===== src/rtl/phy_tx_lane_mux.sv =====
// phy_tx_lane_mux: N-lane to 1-lane transmit multiplexer.
// Each lane has a small FIFO. One registered output stage is shared by all lanes and is
// served either by fixed TDM slots or by work-conserving round robin.
module phy_tx_lane_mux #(
    parameter int  LANES      = 4,
    parameter int  DATA_W     = 8,
    parameter int  FIFO_DEPTH = 4,
    parameter int  SKIP_EMPTY = 0,
    localparam int LANE_W     = $clog2(LANES),
    localparam int PTR_W      = $clog2(FIFO_DEPTH),
    localparam int CNT_W      = PTR_W + 1
) (
    input  logic                      clk_f,
    input  logic                      reset,
    input  logic [LANES-1:0]          in_valid,
    input  logic [LANES*DATA_W-1:0]   in_data,
    output logic [LANES-1:0]          in_ready,
    input  logic                      out_ready,
    output logic                      out_valid,
    output logic [DATA_W-1:0]         out_data,
    output logic [LANE_W-1:0]         out_lane,
    output logic [LANES*CNT_W-1:0]    fifo_cnt
);

    // Lane index arithmetic modulo LANES; LANES need not be a power of two.
    function automatic logic [LANE_W-1:0] lane_add(input logic [LANE_W-1:0] base, input int k);
        int s;
        s = int'(base) + k;
        if (s >= LANES) s = s - LANES;
        return LANE_W'(s);
    endfunction

    logic                           r_rdy_en;
    logic                           r_out_valid;
    logic [DATA_W-1:0]              r_out_data;
    logic [LANE_W-1:0]              r_out_lane;
    logic [LANE_W-1:0]              r_ptr;

    logic [LANES-1:0]               w_nonempty;
    logic [LANES-1:0]               w_push;
    logic [LANES-1:0]               w_pop;
    logic [LANES-1:0][DATA_W-1:0]   w_head;
    logic                           w_load;
    logic                           w_found;
    logic [LANE_W-1:0]              w_sel;

    assign out_valid = r_out_valid;
    assign out_data  = r_out_data;
    assign out_lane  = r_out_lane;

    genvar gi;
    generate
        for (gi = 0; gi < LANES; gi++) begin : g_lane
            logic [PTR_W-1:0]  r_wptr;
            logic [PTR_W-1:0]  r_rptr;
            logic [CNT_W-1:0]  r_cnt;
            logic [DATA_W-1:0] r_mem [FIFO_DEPTH];
            logic              w_full;

            // Readiness comes from the registered count only, so a full lane refuses a word
            // even in a cycle where its head is being popped.
            assign w_full         = (r_cnt == CNT_W'(FIFO_DEPTH));
            assign in_ready[gi]   = r_rdy_en && reset && !w_full;
            assign w_push[gi]     = in_valid[gi] && in_ready[gi];
            assign w_pop[gi]      = w_load && w_found && (w_sel == LANE_W'(gi));
            assign w_nonempty[gi] = (r_cnt != '0);
            assign w_head[gi]     = r_mem[r_rptr];
            assign fifo_cnt[gi*CNT_W +: CNT_W] = r_cnt;

            // FIFO pointers and occupancy; simultaneous push and pop leave the count unchanged.
            always_ff @(posedge clk_f) begin
                if (!reset) begin
                    r_wptr <= '0;
                    r_rptr <= '0;
                    r_cnt  <= '0;
                end else begin
                    if (w_push[gi]) r_wptr <= r_wptr + PTR_W'(1);
                    if (w_pop[gi])  r_rptr <= r_rptr + PTR_W'(1);
                    case ({w_push[gi], w_pop[gi]})
                        2'b10:   r_cnt <= r_cnt + CNT_W'(1);
                        2'b01:   r_cnt <= r_cnt - CNT_W'(1);
                        default: r_cnt <= r_cnt;
                    endcase
                end
            end

            // Payload storage; contents are meaningless while the count says empty.
            always_ff @(posedge clk_f) begin
                if (w_push[gi]) r_mem[r_wptr] <= in_data[gi*DATA_W +: DATA_W];
            end
        end
    endgenerate

    // Scheduler: TDM always serves the slot lane; round robin scans from the pointer for work.
    always_comb begin
        w_load  = out_ready || !r_out_valid;
        w_found = 1'b0;
        w_sel   = r_ptr;
        if (SKIP_EMPTY == 0) begin
            w_found = w_nonempty[r_ptr];
        end else begin
            for (int k = 0; k < LANES; k++) begin
                if (!w_found && w_nonempty[lane_add(r_ptr, k)]) begin
                    w_found = 1'b1;
                    w_sel   = lane_add(r_ptr, k);
                end
            end
        end
    end

    // Output register and slot pointer; everything holds while downstream stalls a valid word.
    always_ff @(posedge clk_f) begin
        if (!reset) begin
            r_rdy_en    <= 1'b0;
            r_out_valid <= 1'b0;
            r_out_data  <= '0;
            r_out_lane  <= '0;
            r_ptr       <= '0;
        end else begin
            r_rdy_en <= 1'b1;
            if (w_load) begin
                if (w_found) begin
                    r_out_valid <= 1'b1;
                    r_out_data  <= w_head[w_sel];
                    r_out_lane  <= w_sel;
                    r_ptr       <= lane_add(w_sel, 1);
                end else begin
                    r_out_valid <= 1'b0;
                    if (SKIP_EMPTY == 0) begin
                        r_out_lane <= r_ptr;
                        r_ptr      <= lane_add(r_ptr, 1);
                    end
                end
            end
        end
    end

endmodule


===== config.mk =====
export PLATFORM = sky130hd
export DESIGN_NAME = phy_tx_lane_mux
export DESIGN_NICKNAME = d
export VERILOG_FILES = /design/src/rtl/phy_tx_lane_mux.sv
export SDC_FILE = /design/constraint.sdc
export NUM_CORES = 1
export LEC_CHECK = 0
export CAP_MARGIN = 20
export CORE_MARGIN = 3
export CORE_UTILIZATION = 40
export CTS_CLUSTER_DIAMETER = 30
export DETAILED_ROUTE_END_ITERATION = 10
export HOLD_SLACK_MARGIN = 0.15
export MAX_ROUTING_LAYER = met4
export PLACE_DENSITY_LB_ADDON = 0.08
export SKIP_LAST_GASP = 1
export SYNTH_ARGS = -nofsm -noshare
export SYNTH_HDL_FRONTEND = slang
export SYNTH_SLANG_ARGS = --single-unit

===== constraint.sdc =====
create_clock -name clk_f -period 5.65 [get_ports clk_f]
set_input_delay 1.13 -clock clk_f [delete_from_list [all_inputs] [get_ports clk_f]]
set_output_delay 1.13 -clock clk_f [all_outputs]
set_load 0.005 [all_outputs]

== After elaboration in Yosys (flattened, before gate mapping) ==
Memories as Yosys holds them, arrays and structs flattened. A register that Yosys moved wholly into a read port is not among the register bits.
Cells that the tools add are included.
Cells by class
  add/subtract/negate cells: 18
  magnitude comparators: 2
  eq/ne operators: 15
  muxes and demuxes: 27
  reductions and logical operators: 30
Operators with widths (count)
  one-hot mux 3 bit (2 select lines): 4
  2-to-1 mux 2 bit: 9
  adder 2 x 1 -> 2 bit (second input constant): 8
  binary-select mux 8 bit (select 2 bit): 1
  logical AND 1 bit: 14
  adder 3 x 1 -> 3 bit (second input constant): 4
  equality test 2 bit (second input constant): 6
  equality test 3 bit (second input constant): 4
  nonzero test 3 bit: 4
  subtractor 3 x 1 -> 3 bit (second input constant): 4
  2-to-1 mux 1 bit: 11
  equality test 2 x 1 -> 1 bit (second input constant): 5
  2-to-1 mux 8 bit: 1
  nonzero test 2 bit: 4
  zero test 1 bit: 5
  adder 2 x 1 -> 3 bit (second input constant): 1
  greater-or-equal comparator 3 bit (second input constant): 1
  less-than comparator 2 x 3 -> 1 bit (second input constant): 1
  binary-select mux 1 bit (select 2 bit): 1
  zero test 2 bit: 1
  AND reduction 2 bit: 1
  subtractor 2 x 1 -> 2 bit (second input constant): 1
  logical OR 1 bit: 1
Word-level totals
  register bits after elaboration: 42
  memory bits (writable): 128
  input bits: 39
  memories kept: 4
Memory list
  g_lane[0].r_mem: depth 4, bits a word 8, rd ports 1, clocked after memory_dff 1, write ports 1, line 57  | logic [DATA_W-1:0] r_mem [FIFO_DEPTH];
  g_lane[1].r_mem: depth 4, bits a word 8, rd ports 1, clocked after memory_dff 1, write ports 1, line 57
  g_lane[2].r_mem: depth 4, bits a word 8, rd ports 1, clocked after memory_dff 1, write ports 1, line 57
  g_lane[3].r_mem: depth 4, bits a word 8, rd ports 1, clocked after memory_dff 1, write ports 1, line 57

== Logic depth before layout (Yosys ltp) ==
Gate-level depths: netlist of run 1.
  depth after elaboration: 7
  gate-level depth with buffers: 10
  gate-level depth less buffers: 9

== Worst setup path after synthesis of run 1 ==
Ideal clock, no wire load.
  path type: input -> register
  from: input out_ready
  to: register g_lane[0].r_cnt[2]
  setup time: 70 ps
  arrival: 2831 ps
  slack: 2749 ps
  stages: 9
  cell sequence: nor2b_1 buf_2 nor3b_2 ha_1 inv_1 fa_1 xor2_1 or3_1 a21boi_1
On the way
  longest elaborated chain between the ends: 5
RTL lines
  from (decl): line 18  | input logic out_ready,
  logical OR 1 bit (*): line 96  | w_load = out_ready || !r_out_valid;
  logical AND 1 bit (*) (2 in series): line 65  | assign w_pop[gi] = w_load && w_found && (w_sel == LANE_W'(gi));
  via w_pop[0]: line 41  | logic [LANES-1:0] w_pop;
  equality test 2 x 1 -> 1 bit / equality test 2 bit (equally long branches): line 79  | case ({w_push[gi], w_pop[gi]})
  one-hot mux 3 bit (2 select lines) / nonzero test 2 bit (equally long branches)
  to (signal assigned): line 80  | 2'b10: r_cnt <= r_cnt + CNT_W'(1);
  to (signal assigned): line 81  | 2'b01: r_cnt <= r_cnt - CNT_W'(1);
  to (signal assigned): line 82  | default: r_cnt <= r_cnt;
  to (decl): line 56  | logic [CNT_W-1:0] r_cnt;
The timed path passes the listed nets; every way through them passes the cells marked *.
A chain may end at the register's enable or synchronous reset.

== Worst setup path in the final report of run 1 ==
  from: input reset
  to: output in_ready[2]
On the way
  longest elaborated chain between the ends: 2
RTL lines
  from (decl): line 14  | input logic reset,
  logical AND 1 bit (2 in series): line 63  | assign in_ready[gi] = r_rdy_en && reset && !w_full;
  to (decl): line 17  | output logic [LANES-1:0] in_ready,
No other way between the ends.

==> impl_summary.log, run 1 <==
[metrics] highest attainable clock frequency: 0.273 GHz
[metrics] Hold Slack: 0.466 ns
[metrics] number of routed nets with antenna violations: 0
[metrics] Synthesized Nets: between 500 and 600
[metrics] die extent in y: 143 um
[metrics] fraction of layout cells with a size suffix above 1: 11.6%
[metrics] worst slew slack as a fraction of its limit: a little over a third
[metrics] Power Density: 364 nW/um^2
[metrics] critical setup path kind: input pin to output pin
[metrics] sequential fraction of the synthesis area: 64.9%
[metrics] Final Skew: around 0.0089 ns
[metrics] initial standard-cell utilization of the core: 41.1%
[metrics] first-pass GRT wire length: 22,700 um
[metrics] number of cells after detailed placement: 768
[metrics] cell accounting for the most synthesized area: sky130_fd_sc_hd__edfxtp_1
[metrics] final total negative setup slack: 0 ns
[metrics] wire length per cell: between 15 and 20 um
[metrics] P_leak: 2.85 nW
[metrics] area fraction of the dominant cell type after synthesis: 51.5%
[metrics] CTS tree: built
[metrics] weighted congestion reported at the end of routability-driven placement: 0.744
[metrics] status: finished, final reports clean
[metrics] Clk Tree Root Cell: sky130_fd_sc_hd__clkbuf_16
[metrics] largest net degree at the start of global routing: 48
[metrics] number of standard-cell rows in the floorplan: 49
[metrics] Core ar.: 18,100 um^2
[metrics] via density per instance: just over 5
[metrics] count of fill cells added during filler insertion: about 1,600
[metrics] number of distinct library cells after synthesis: 37
[metrics] antenna cell count: 0
[metrics] Die Span X: 143 um
[metrics] half-perimeter wire length of the detailed placement result: 10,300 um
[metrics] non-filler instance count after layout: 800
[metrics] Post-Route WL: 14,500 um
[metrics] deepest clock path buffer count: 2
[metrics] drt drc: 0
[metrics] average footprint of a synthesized cell: 15.2 um^2
[metrics] residual overflow from global routing: 0
[metrics] Starting DRT DRC Count: approximately 230
[metrics] die area: 20,300 um^2
[metrics] post-CTS setup buffers: 0
[metrics] Post-Syn Instances: 491
[metrics] maximum level of the CTS H-tree: 4
[metrics] top area cells in the synthesized netlist: sky130_fd_sc_hd__edfxtp_1, sky130_fd_sc_hd__dfxtp_1, sky130_fd_sc_hd__mux4_2
[metrics] count of port buffers added during placement: 65
[metrics] hold violation total from the final report: 0
[metrics] Required @ worst endpoint: 4.52 ns
[metrics] Worst Max-Slew Pin Slew: 0.959 ns
[metrics] Peak supply drop: 0.210 mV
[metrics] CP Data Arrival Time: 2.54 ns
[metrics] time the final worst path needs with I/O delays and setup: 3.67 ns
[metrics] post-synthesis sequential element count: 178
[metrics] fin. max-slew vios: 0
[metrics] CTS Hold Bufs: 0
[metrics] unrepaired setup endpoints after global routing: false
[metrics] vias in the first global route: ~4,200
[metrics] critical path endpoint category: output pin
[metrics] nets: 625
[metrics] number of antenna violations at the first check in global routing: 0
[metrics] area grow syn2layout: 18.7%
[metrics] global-route usage over all layers: 15.4%
[metrics] DRT Pass-1 Iters: 4
[metrics] crit path max fanout: 8
[metrics] dpl cell area: about 8300 um^2
[metrics] Sink Count: 178
[metrics] pre-CTS worst setup slack: 1.97 ns
[metrics] post-synthesis instance area: 7460 um^2
[metrics] I/O Pins: 66
[metrics] number of buffers added by the clock tree synthesis step: 17
[metrics] DR vias: 4,116
[metrics] final instance area: 8860 um^2
[metrics] Final Cycle Share: 64.9%
[metrics] Resized cells post-CTS: 0
[metrics] max cap viols: 0
[metrics] final setup vio count: 0
[metrics] Clock Latency Late Sink: ~0.42 ns
[metrics] smallest setup slack after layout: just under 2 ns
[metrics] yosys warns: 0
[metrics] HP Class: register to register
[metrics] startpoint type of the worst setup path: input pin
[metrics] clock-pin transition on the worst setup and hold timing paths: 0.06 ns
==> kinds of logic after synthesis <==
group	Yosys count	share of synthesized area, %
DFF	178	64.9
and+or+nand+nor	112	8.82
AOI/OAI and AO/OA	58	5.89
muxes	55	11.2
buffers and inverters	48	2.60
adders and majority gates	28	5.10
xor gates and xnor gates	12	1.41
==> state kept, by name, summed over array words and instances (netlist names), named ones only <==
register,cells
g_lane.r_mem,128
g_lane.r_cnt,12
g_lane.r_rptr,8
g_lane.r_wptr,8
out_data,8
out_lane,2
r_ptr,2
out_valid,1
r_rdy_en,1
==> final cells by class <==
class / instances / area [um^2] / area share [%]
Tap cell: 229 / 287 / 3.24
Inverter: 30 / 113 / 1.27
Multi-Input combinational cell: 265 / 2420 / 27.4
Clock buffer: 22 / 444 / 5.02
Timing Repair Buffer: 66 / 658 / 7.43
Sequential cell: 178 / 4840 / 54.7
Clock inverter: 10 / 86.3 / 0.975
==> cells in the final DEF (no fill, tap or decap), drive strengths merged <==
| master | instances |
|---|---|
| o31ai | 4 |
| a211oi | 4 |
| clkdlybuf4s50 | 65 |
| mux4 | 23 |
| clkinv | 7 |
| and2 | 28 |
| o21ai | 8 |
| o22ai | 5 |
| buf | 1 |
| xor2 | 4 |
| edfxtp | 128 |
| nor3 | 10 |
| clkbuf | 22 |
| nor2 | 8 |
| nand2 | 29 |
| dfxtp | 50 |
| inv | 31 |
| ha | 24 |
| o2bb2ai | 8 |
| clkinvlp | 1 |
| or3 | 4 |
| a21boi | 11 |
| mux2i | 32 |
| fa | 4 |
| a22oi | 3 |
| nand3 | 6 |
| xnor2 | 8 |
| nor2b | 8 |
| and3b | 1 |
| or4 | 4 |
| bufinv | 1 |
| a22o | 10 |
| a21oi | 5 |
| nand2b | 6 |
| nor3b | 8 |
==> cell usage after synthesis <==
| cell | number |
|---|---|
| sky130_fd_sc_hd__o2bb2ai_1 | 8 |
| sky130_fd_sc_hd__o22ai_1 | 5 |
| sky130_fd_sc_hd__mux2i_1 | 32 |
| sky130_fd_sc_hd__dfxtp_1 | 50 |
| sky130_fd_sc_hd__clkbuf_1 | 11 |
| sky130_fd_sc_hd__mux4_2 | 23 |
| sky130_fd_sc_hd__and3b_1 | 1 |
| sky130_fd_sc_hd__buf_2 | 5 |
| sky130_fd_sc_hd__xor2_1 | 4 |
| sky130_fd_sc_hd__a21boi_1 | 11 |
| sky130_fd_sc_hd__nor2_2 | 1 |
| sky130_fd_sc_hd__nor3_1 | 10 |
| sky130_fd_sc_hd__edfxtp_1 | 128 |
| sky130_fd_sc_hd__nand3_1 | 6 |
| sky130_fd_sc_hd__o21ai_0 | 8 |
| sky130_fd_sc_hd__inv_2 | 6 |
| sky130_fd_sc_hd__inv_1 | 24 |
| sky130_fd_sc_hd__nor2b_1 | 8 |
| sky130_fd_sc_hd__fa_1 | 4 |
| sky130_fd_sc_hd__buf_6 | 1 |
| sky130_fd_sc_hd__nor3b_1 | 3 |
| sky130_fd_sc_hd__nor3b_4 | 4 |
| sky130_fd_sc_hd__nand2b_1 | 6 |
| sky130_fd_sc_hd__buf_1 | 1 |
| sky130_fd_sc_hd__a22o_1 | 10 |
| sky130_fd_sc_hd__ha_1 | 24 |
| sky130_fd_sc_hd__or3_1 | 4 |
| sky130_fd_sc_hd__o31ai_1 | 4 |
| sky130_fd_sc_hd__a22oi_1 | 3 |
| sky130_fd_sc_hd__nor2_1 | 7 |
| sky130_fd_sc_hd__nor3b_2 | 1 |
| sky130_fd_sc_hd__a211oi_2 | 4 |
| sky130_fd_sc_hd__or4_1 | 4 |
| sky130_fd_sc_hd__xnor2_1 | 8 |
| sky130_fd_sc_hd__nand2_1 | 29 |
| sky130_fd_sc_hd__and2_1 | 28 |
| sky130_fd_sc_hd__a21oi_1 | 5 |
==> worst paths after layout <==
check / from / end / slack [ns] / depth (start not counted)
worst max register to register: r_ptr[1]$_SDFFE_PN0P_ / g_lane[0].r_cnt[2]$_SDFFE_PN0P_ / 2.38 / 9
worst min register to register: out_data[1]$_SDFFE_PN0P_ / out_data[1]$_SDFFE_PN0P_ / 0.47 / 2
worst max-delay path: reset / in_ready[2] / 1.98 / 4
worst min-delay path: out_data[1]$_SDFFE_PN0P_ / out_data[1]$_SDFFE_PN0P_ / 0.47 / 2
==> power breakdown <==
group | internal, W | leakage [nW] | switching (W)
logic | 0.000298 | 1.03 | 0.000296
clock network | 0.000604 | 0.257 | 0.000458
registers | 0.00148 | 1.56 | 0.0000946
==> worst max-delay path, stage by stage <==
cell and delay (ns):
sky130_fd_sc_hd__clkdlybuf4s50_1 0.48, sky130_fd_sc_hd__nand2_1 0.20, sky130_fd_sc_hd__a21oi_1 0.20, sky130_fd_sc_hd__clkdlybuf4s50_1 0.53
==> per-layer routing <==
metal,global-route usage (%),share of wire (%),vias up
li1,-,-,1967
met1,21.3,47,2040
met2,22.7,47,93
met3,4.00,4.2,16
met4,4.30,1.3,0
met5,-,0,-
==> through the flow <==
stage	utilization (%)	total power (W)
after floorplan	-	0.00196
after global placement	45.9	0.00219
after detailed placement	45.9	0.00220
after CTS	48.8	0.00327
after global routing	48.8	0.00339
final	48.8	0.00323
Note: power is estimated with default switching activity, not from simulation.
==> run 2, diff against run 1 <==
Clock period 5.65 ns to 3.6 ns, I/O delays scaled along.
==> run 2 against run 1 <==
Final cell count rose by 0.88%; hold slack barely moved; wire length rose by 0.52%; flip-flop and latch count did not move; critical endpoint is now g_lane[0].r_cnt[2]$_SDFFE_PN0P_.
==> impl_summary.log, run 2 (synthesis gave the netlist of run 1 again) <==
[metrics] final setup vio count: 0 (unchanged)
[metrics] initial standard-cell utilization of the core: 41.1% (unchanged)
[metrics] antenna cell count: 0 (unchanged)
[metrics] nets: 632 (+1.1%)
[metrics] count of fill cells added during filler insertion: 1,587 (+0.70%)
[metrics] DRT Pass-1 Iters: 4 (unchanged)
[metrics] hold violation total from the final report: 0 (unchanged)
[metrics] CTS Hold Bufs: 0 (unchanged)
[metrics] Resized cells post-CTS: 0 (unchanged)
[metrics] number of cells traversed by the worst register-to-register path: 9 (unchanged)
[metrics] max cap viols: 0 (unchanged)
[metrics] Hold Slack: 0.466 ns (-0.000117 ns)
[metrics] Die Span X: 143 um (unchanged)
[metrics] number of antenna violations at the first check in global routing: 0 (unchanged)
[metrics] final total negative setup slack: 0 ns (unchanged)
[metrics] weighted congestion reported at the end of routability-driven placement: 0.762 (+2.4%)
[metrics] number of standard-cell rows in the floorplan: 49 (unchanged)
[metrics] global-route usage over all layers: 15.7% (+0.28 points)
[metrics] critical path endpoint category: register
[metrics] commonest non-fill, non-tap cell in the layout: sky130_fd_sc_hd__edfxtp_1
[metrics] half-perimeter wire length of the detailed placement result: 10,500 um (+2.0%)
[metrics] Reg-to-Reg End: g_lane[0].r_cnt[2]$_SDFFE_PN0P_
[metrics] residual overflow from global routing: 0 (unchanged)
[metrics] Sink Count: 178 (unchanged)
[metrics] commonest non-fill, non-tap cells in the layout: sky130_fd_sc_hd__edfxtp_1, sky130_fd_sc_hd__clkdlybuf4s50_1, sky130_fd_sc_hd__dfxtp_1
[metrics] capturing element of the worst setup path: g_lane[0].r_cnt[2]$_SDFFE_PN0P_
[metrics] highest attainable clock frequency: 0.334 GHz
[metrics] number of buffers added by the clock tree synthesis step: 17 (unchanged)
[metrics] Final Cycle Share: 83.1%
[metrics] status: finished, final reports clean
[metrics] Reg2Reg Setup Slack: 0.61 ns (-1.77 ns)
[metrics] critical path startpoint: g_lane[0].r_cnt[2]$_SDFFE_PN0P_
[metrics] largest net degree at the start of global routing: 48 (unchanged)
[metrics] worst slew slack as a fraction of its limit: 45.7% (+10 points)
[metrics] drt drc: 0 (unchanged)
[metrics] largest registers: g_lane.r_mem (128), g_lane.r_cnt (12)
[metrics] fraction of layout cells with a size suffix above 1: 13.7% (+2.1 points)
[metrics] vias in the first global route: 4,240 (+1.8%)
[metrics] first-pass GRT wire length: 23,200 um (+1.9%)
[metrics] Power Density: 583 nW/um^2 (+60%)
[metrics] die extent in y: 143 um (unchanged)
[metrics] wire length per cell: 18.1 um (-0.35%)
[metrics] clock-pin transition on the worst setup and hold timing paths: 0.06 ns (about the same)
[metrics] post-CTS setup buffers: 0 (unchanged)
[metrics] fin. max-slew vios: 0 (unchanged)
[metrics] die area: 20,300 um^2 (unchanged)
[metrics] Required @ worst endpoint: 3.96 ns (-0.56 ns)
[metrics] register ranked first by flip-flop count: g_lane.r_mem
[metrics] source of the worst register-to-register timing path: g_lane[0].r_cnt[2]$_SDFFE_PN0P_
[metrics] CP Data Arrival Time: 3.35 ns (+0.81 ns)
[metrics] unrepaired setup endpoints after global routing: false
[metrics] Core ar.: 18,100 um^2 (unchanged)
[metrics] area grow syn2layout: 20.1%
[metrics] P_leak: 2.91 nW (+2.2%)
[metrics] Peak supply drop: 0.376 mV (+79%)
[metrics] Clk Tree Root Cell: sky130_fd_sc_hd__clkbuf_16
[metrics] critical setup path kind: register to register
[metrics] startpoint type of the worst setup path: register
[metrics] number of flip-flops in the largest register: 128 (unchanged)
[metrics] Clock Latency Late Sink: 0.43 ns (about the same)
[metrics] I/O Pins: 66 (unchanged)
[metrics] deepest clock path buffer count: 2 (unchanged)
[metrics] crit path max fanout: 15 (+7)
[metrics] DR vias: 4,071 (-1.1%)
[metrics] count of port buffers added during placement: 65 (unchanged)
[metrics] CTS tree: built
[metrics] Worst Max-Slew Pin Slew: 0.813 ns (-0.146 ns)
[metrics] Final Skew: 0.00835 ns (-0.000548 ns)
[metrics] number of routed nets with antenna violations: 0 (unchanged)
[metrics] maximum level of the CTS H-tree: 4 (unchanged)
[metrics] area of combinational cells with multiple inputs: 2420 um^2 (unchanged)
[metrics] total area of sequential cells: 4840 um^2 (unchanged)
[metrics] via density per instance: 5.04 (-2.0%)
[metrics] time the final worst path needs with I/O delays and setup: 2.99 ns
[metrics] HP Class: register to register
[metrics] Post-Route WL: 14,600 um (+0.52%)
[metrics] Starting DRT DRC Count: 269 (+19%)
run 2: per-stage QoR:
step | cells | utilization [%] | setup WS, ns | power (W) | instance area (um^2)
2_1_floorplan | 491 | - | 0.949 | 0.00307 | 7460
6_report | 807 | 49.4 | 0.610 | 0.00523 | 8960
4_1_cts | 807 | 49.4 | 0.557 | 0.00527 | 8960
3_3_place_gp | 775 | 46.2 | 0.557 | 0.00346 | 8380
5_1_grt | 807 | 49.4 | 0.416 | 0.00548 | 8960
3_5_place_dp | 775 | 46.2 | 0.423 | 0.00347 | 8380
run 2: how the worst min path moves through the flow:
| stage | startpoint | endpoint | cells after the start |
|---|---|---|---|
| finish | out_data[3]$_SDFFE_PN0P_ | out_data[3]$_SDFFE_PN0P_ | 2 |
| global route | out_data[4]$_SDFFE_PN0P_ | out_data[4]$_SDFFE_PN0P_ | 2 |
| CTS | out_data[1]$_SDFFE_PN0P_ | out_data[1]$_SDFFE_PN0P_ | 2 |
| detailed placement | out_data[1]$_SDFFE_PN0P_ | out_data[1]$_SDFFE_PN0P_ | 2 |
| global placement | out_data[3]$_SDFFE_PN0P_ | out_data[3]$_SDFFE_PN0P_ | 2 |
| floorplan | out_lane[1]$_SDFFE_PN0P_ | out_lane[1]$_SDFFE_PN0P_ | 2 |
run 2: layer usage:
metal,vias up,track usage [%],share of wire [%]
li1,1973,-,-
met1,2004,21.7,48
met2,76,23.1,47
met3,18,3.70,3.7
met4,0,5.10,1.7
met5,-,-,0
run 2: area by class of cell:
| cell class | count | share of cell area, % |
|---|---|---|
| repair buffers | 73 | 7.93 |
| multi-input cells | 265 | 27.1 |
| flip-flops and latches | 178 | 54.1 |
| clock inverters | 15 | 1.73 |
| inverters | 30 | 1.26 |
| clock buffers | 17 | 4.75 |
| well taps | 229 | 3.20 |
run 2: where the power goes:
group / total (W) / leakage [nW] / switching [W] / internal [W]
Sequential: 0.00243 / 1.56 / 0.000117 / 0.00232
Clock: 0.00181 / 0.282 / 0.000786 / 0.00103
Combinational: 0.000980 / 1.06 / 0.000497 / 0.000483
run 2: critical path, cell delays in order, from the launching register on:
cell and delay, ns:
sky130_fd_sc_hd__dfxtp_1 0.44, sky130_fd_sc_hd__nor3_1 0.10, sky130_fd_sc_hd__mux4_2 0.69, sky130_fd_sc_hd__nor3b_2 0.36
sky130_fd_sc_hd__ha_1 0.25, sky130_fd_sc_hd__inv_1 0.07, sky130_fd_sc_hd__fa_1 0.39, sky130_fd_sc_hd__xor2_1 0.17
sky130_fd_sc_hd__or3_1 0.31, sky130_fd_sc_hd__a21boi_1 0.15
